`src/rtl/fpu_result_fifo.sv`:
```
// Result/exception-flag FIFO behind the FP unit: captures on the rising edge of in_done, show-ahead head.
// Optional sticky flag accumulation is compiled in with `define FPU_FFLAGS_ACCUM_EN.
module fpu_result_fifo #(
    parameter int W     = 32,
    parameter int DEPTH = 4,
    parameter int AW    = 2
) (
    input  logic          clk,
    input  logic          rst,
    input  logic [W-1:0]  in_res,
    input  logic          in_ov,
    input  logic          in_un,
    input  logic          in_inv,
    input  logic          in_inexact,
    input  logic          in_done,
    output logic [W-1:0]  out_res,
    output logic [3:0]    out_flags,
    output logic          out_valid,
    input  logic          out_ready,
    output logic          full,
    output logic [AW:0]   count,
    output logic          drop,
    output logic [3:0]    fflags,
    input  logic          fflags_clr
);

    localparam logic [AW:0] CNT_ONE   = {{AW{1'b0}}, 1'b1};
    localparam logic [AW:0] CNT_DEPTH = DEPTH[AW:0];
    localparam logic [AW:0] CNT_ZERO  = {(AW+1){1'b0}};

    logic [W-1:0]  res_mem_r [DEPTH];
    logic [3:0]    flg_mem_r [DEPTH];
    logic [AW-1:0] wr_ptr_r;
    logic [AW-1:0] rd_ptr_r;
    logic [AW:0]   count_r;
    logic          valid_r;
    logic          full_r;
    logic          drop_r;
    logic          done_q_r;

    logic          ev_s;
    logic          pop_s;
    logic          push_s;
    logic          lost_s;
    logic [3:0]    flags_s;
    logic [3:0]    ev_flags_s;
    logic [AW:0]   count_nxt_s;

    // Capture edge detection, push/pop arbitration and next occupancy.
    always_comb begin
        flags_s     = {in_inv, in_ov, in_un, in_inexact};
        ev_s        = in_done & ~done_q_r;
        pop_s       = valid_r & out_ready;
        push_s      = ev_s & (~full_r | pop_s);
        lost_s      = ev_s & full_r & ~pop_s;
        ev_flags_s  = ev_s ? flags_s : 4'b0000;
        count_nxt_s = count_r;
        case ({push_s, pop_s})
            2'b10:   count_nxt_s = count_r + CNT_ONE;
            2'b01:   count_nxt_s = count_r - CNT_ONE;
            default: count_nxt_s = count_r;
        endcase
    end

    // Pointers, occupancy, status flags and the drop pulse.
    always_ff @(posedge clk or posedge rst) begin
        if (rst) begin
            wr_ptr_r <= {AW{1'b0}};
            rd_ptr_r <= {AW{1'b0}};
            count_r  <= CNT_ZERO;
            valid_r  <= 1'b0;
            full_r   <= 1'b0;
            drop_r   <= 1'b0;
            done_q_r <= 1'b0;
        end else begin
            done_q_r <= in_done;
            drop_r   <= lost_s;
            count_r  <= count_nxt_s;
            valid_r  <= (count_nxt_s != CNT_ZERO);
            full_r   <= (count_nxt_s == CNT_DEPTH);
            // DEPTH is a power of two, so AW-bit pointers wrap on their own.
            if (push_s) begin
                wr_ptr_r <= wr_ptr_r + {{(AW-1){1'b0}}, 1'b1};
            end
            if (pop_s) begin
                rd_ptr_r <= rd_ptr_r + {{(AW-1){1'b0}}, 1'b1};
            end
        end
    end

    // Entry storage; contents need no reset because reads are gated by valid.
    always_ff @(posedge clk) begin
        if (push_s) begin
            res_mem_r[wr_ptr_r] <= in_res;
            flg_mem_r[wr_ptr_r] <= flags_s;
        end
    end

    assign out_res   = valid_r ? res_mem_r[rd_ptr_r] : {W{1'b0}};
    assign out_flags = valid_r ? flg_mem_r[rd_ptr_r] : 4'b0000;
    assign out_valid = valid_r;
    assign full      = full_r;
    assign count     = count_r;
    assign drop      = drop_r;

`ifdef FPU_FFLAGS_ACCUM_EN
    logic [3:0] fflags_r;

    // Sticky exception flags; a clear still keeps the coincident event's flags.
    always_ff @(posedge clk or posedge rst) begin
        if (rst) begin
            fflags_r <= 4'b0000;
        end else if (fflags_clr) begin
            fflags_r <= ev_flags_s;
        end else begin
            fflags_r <= fflags_r | ev_flags_s;
        end
    end

    assign fflags = fflags_r;
`else
    logic [4:0] unused_acc_s;
    assign unused_acc_s = {fflags_clr, ev_flags_s};
    assign fflags       = 4'b0000;
`endif

endmodule

```
`config.mk`:
```
export PLATFORM = sky130hd
export DESIGN_NAME = fpu_result_fifo
export DESIGN_NICKNAME = d
export VERILOG_FILES = /design/src/rtl/fpu_result_fifo.sv
export SDC_FILE = /design/constraint.sdc
export NUM_CORES = 1
export LEC_CHECK = 0
export ABC_AREA = 1
export CAP_MARGIN = 20
export CORE_ASPECT_RATIO = 0.75
export CORE_MARGIN = 3
export CORE_UTILIZATION = 54
export DETAILED_ROUTE_END_ITERATION = 16
export GPL_TIMING_DRIVEN = 0
export HOLD_SLACK_MARGIN = 0.03
export PLACE_DENSITY = 0.79
export SLEW_MARGIN = 0
export SYNTH_ARGS = -nofsm -noshare
export SYNTH_HDL_FRONTEND = slang
export SYNTH_SLANG_ARGS = --single-unit
```
`constraint.sdc`:
```
create_clock -name clk -period 3.66 [get_ports clk]
set_clock_uncertainty 0.15 [all_clocks]
set_input_delay 0.732 -clock clk [delete_from_list [all_inputs] [get_ports clk]]
set_output_delay 0.732 -clock clk [all_outputs]
set_load 0.02 [all_outputs]
```
# Word level (Yosys, flattened, before mapping)
# Memories as Yosys holds them, arrays and structs flattened.
# Cells that the tools add are included.
# W data, S select, Z words.
# totals
reg_bits	11
mem_bits_rw	144
in_bits	41
output_inout_bits	46
word_cells	31
n_memories	2
# mem_list
name	depth	width	rd	rd_ports_with_merged_regs	wr	line_no	text
res_mem_r	4	32	1	0	1	31	logic [W-1:0] res_mem_r [DEPTH];
flg_mem_r	4	4	1	0	1	32	logic [3:0] flg_mem_r [DEPTH];
# classes
addsub	4
n_eq_ne	3
muxes	5
bitwise_logic	9
n_reduce_logical	1
# op_table
operator	n
$mux W32	1
$pmux W3 S2	1
$and A1 B1 Y1	5
$add A2 B1 Y2 const B	2
$mux W4	1
$add A3 B1 Y3 const B	1
$eq A3 B3 Y1 const B	1
$not A1 Y1	3
$reduce_bool A3 Y1	1
$sub A3 B1 Y3 const B	1
$eq A2 B1 Y1 const B	1
$eq A2 B2 Y1 const B	1
$mux W1	2
$or A1 B1 Y1	1

# Depth between registers and ports, before layout
# depth
ltp_word	6
ltp_mapped	10
depth_no_buf	10

# Worst setup path before layout
# No wires, ideal clock.
# synth_timing
path_type	input port to flip-flop
start	input port out_ready
end	memory flg_mem_r[0][0], enable pin
arrival_time_ns	2.582
required_time_ns	3.081
path_slack_ns	0.498
cell_stages	4
n_path_buf	0
cell_sequence	nand2_1 -> nand2_1 -> nand2_1 -> nor2_1
# synth_via
elab_chain_len	5
# synth_lines
item	line_no	text
start, declared	19	input logic out_ready,
$and A1 B1 Y1	53	pop_s = valid_r & out_ready;
$or A1 B1 Y1	54	push_s = ev_s & (~full_r | pop_s);
$and A1 B1 Y1	54	
$mux W1	93	if (push_s) begin
$mux W1 (not written as such)	95	flg_mem_r[wr_ptr_r] <= flags_s;
end, declared	32	
# Every way passes these cells.

# Final worst setup path
# layout_timing
start	register rd_ptr_r[1]
end	output port out_res[30]
# layout_via
elab_chain_len	2
# layout_lines
item	line_no	text
start, declared	34	logic [AW-1:0] rd_ptr_r;
start signal, assigned	69	rd_ptr_r <= {AW{1'b0}};
start signal, assigned	86	rd_ptr_r <= rd_ptr_r + {{(AW-1){1'b0}}, 1'b1};
$mem_v2 Z4 W32	-	
$mux W32	99	assign out_res = valid_r ? res_mem_r[rd_ptr_r] : {W{1'b0}};
end, declared	16	output logic [W-1:0] out_res,
# Every way passes these cells.

==> run metrics <==
status complete, no violations; Detailed Route WL about 14000 um; worst rel slew slack 0.631; CTS buffer count 17; first-pass GRT wire length 21300 um; Pwr Density about 840 mW/mm^2; # rows 33; CP arrival 2.45 ns; antenna-violating nets left 0; DRT Pass-1 Iters 5; Area Overhead vs Synth 26.7%; final non-filler cell total just under 800; CP required approximately 2.8 ns; cts repair resizes 0; CTS clk-pin slew, worst paths 0.06 ns; antenna cells 0; global-route met2 utilization 0.357; Final nets 681; Yosys cell types 21; sequential element share of the synthesized area 0.737; initial antenna violation count 0; worst hold path class reg -> reg; pre-CTS WS 0.493 ns; Area after DPL around 0.0074 sq mm; final instance area 0.00791 sq mm; Root Driver clkbuf_16; fin crit share 0.911; Util after Layout 0.712; Synth Flop Type edfxtp_1; syn_area_per_cell between 10 and 15 sq um; Die Height between 90 and 100 um; WS Path Type reg -> out; vias in the first global route 4291; Cell Area, Synth approximately 0.0062 sq mm; Final Max Slew Viols 0; H-tree depth 4; CP Buf/Inv Count 3; crit-path leading delay family buffers and inverters; gpl congestion ~0.76; # clock sinks approximately 160; max incr delay on CP between 0.6 and 0.7 ns; CTS Hold Buffers Added 0; grt peak-use layer met2; fmax 300 MHz; vias per cell 5.37; Synth top cells by count nand2_1 (156), edfxtp_1 (144), nor2_1 (82), a21oi_1 (38), o21ai_0 (36); Slowest cell on crit path clkdlybuf4s50_1; Post CTS Setup Buffer Count 0; setup total negative slack 0 ns; layout cells sized above 1 0.0927; Chip Width 130 um; worst vdd ir about 0.00051 V; HPWL Detailed ~8400 um; RSZ-0062 raised after global routing false; clk_lat worst skew roughly 0.42 ns; largest net degree at the start of global routing 31; max-cap viol count 0; DRC viols 0; vias after detailed routing between 4000 and 5000; Syn Inst Count roughly 530; met1 Usage GRT 0.291; GRT Overall Usage 0.224; area leader, netlist edfxtp_1; I/O pin total 87; Post-synth ARST share 0.0710; kind of end point of the critical path primary output; leakage 2.98 nW; count leader, synth nand2_1; area share of the largest cell type after synthesis 0.693; clock tree buffer depth 2; Cells after DPL about 760; Final WS setup ~0.32 ns; CTS tree done; Yosys reg bits approximately 160; Initial Util 0.562; Die ar. 0.0129 sq mm; M3 GR Usage 0.0649; Startpoint Class flip-flop; Post-synth EDFFs approximately 140; initial DRC count 341; final worst path period need between 3 and 4 ns; Port Buf Inserts between 80 and 90; Core Region around 0.011 sq mm; final setup vio count 0; Max Fanout on Critical Path 10; Final Hold Viols 0; Ys Warns 0; Synth area leaders edfxtp_1 (69%), nand2_1 (9.4%), nor2_1 (4.9%); remaining global-route overflow 0; crit path cell chain inv_2 > clkbuf_1 > nand2_1 > a21oi_1 > clkdlybuf4s50_1; worst slew pin tran 0.552 ns; per-cell routed wire length 17.6 um
==> cells by family after synthesis <==
| group | share of synthesized area |
|---|---|
| compound gates | 0.0593 |
| flops | 0.737 |
| buf+inv | 0.0389 |
| xor+xnor | 0.00281 |
| simple gates | 0.148 |
| other cells | 0.000601 |
| fa+ha+maj | 0.0132 |
==> path summary, 6_finish.rpt <==
path,from,endpoint,cells past startpoint,slack [ns]
min in group asynchronous,rst,wr_ptr_r[1]$_DFFE_PP0P_,2,0.45
worst max register to register,out_valid$_DFF_PP0_,out_valid$_DFF_PP0_,9,1.15
worst min register to register,done_q_r$_DFF_PP0_,drop$_DFF_PP0_,1,0.34
worst max-delay path,rd_ptr_r[1]$_DFFE_PP0P_,out_res[30],5,0.32
max in group asynchronous,rst,rd_ptr_r[0]$_DFFE_PP0P_,2,2.62
worst min-delay path,done_q_r$_DFF_PP0_,drop$_DFF_PP0_,1,0.34
==> per-stage QoR <==
step / total power [W] / hold WS [ns]
2_1_floorplan: 0.00383 / 0.257
3_3_place_gp: 0.00488 / 0.263
3_5_place_dp: 0.00498 / 0.292
4_1_cts: 0.00666 / 0.334
5_1_grt: 0.00698 / 0.337
6_report: 0.00664 / 0.340
==> cells in the final DEF (no fill, tap or decap), types with 3 or more instances in the layout <==
master	count
edfxtp_1	144
conb_1	4
buf_4	7
dfrtp_1	11
nor2_1	78
clkbuf_16	17
buf_2	8
ha_1	5
clkdlybuf4s50_1	81
a21oi_1	38
inv_1	13
clkinv_1	3
buf_6	5
nor2_4	4
nand2_1	156
o21ai_0	36
buf_12	4
clkinv_2	6
clkbuf_1	10
==> per-layer routing <==
| metal | vias to the layer above | routed length [um] |
|---|---|---|
| met5 | - | 0 |
| met4 | 0 | 261 |
| met3 | 25 | 861 |
| met2 | 147 | 6790 |
| met1 | 2060 | 5920 |
| li1 | 1998 | - |
==> flip-flops by register name, indices dropped and copies added (netlist names) <==
register and count:
count 3, done_q_r 1, drop 1, flg_mem_r 16, full 1, out_valid 1, rd_ptr_r 2, res_mem_r 128
wr_ptr_r 2
==> report_power, final <==
group	leakage [nW]	total, W	switching [W]	internal [W]
Clock	0.274	0.00167	0.000676	0.000990
Combinational	1.26	0.00274	0.00167	0.00106
Sequential	1.44	0.00223	0.0000761	0.00216
Total	2.98	0.00664	0.00243	0.00421
==> layout make-up <==
type / count / area (sq um)
tap: 140 / 175
buffer: 29 / 183
multi-input combinational: 330 / 1440
clock buffer: 18 / 429
sequential: 155 / 4600
timing repair buffer: 85 / 891
clock inverter: 14 / 130
fill: 732 / 3200
inverter: 16 / 60.1
(Power assumes the default switching activity.)
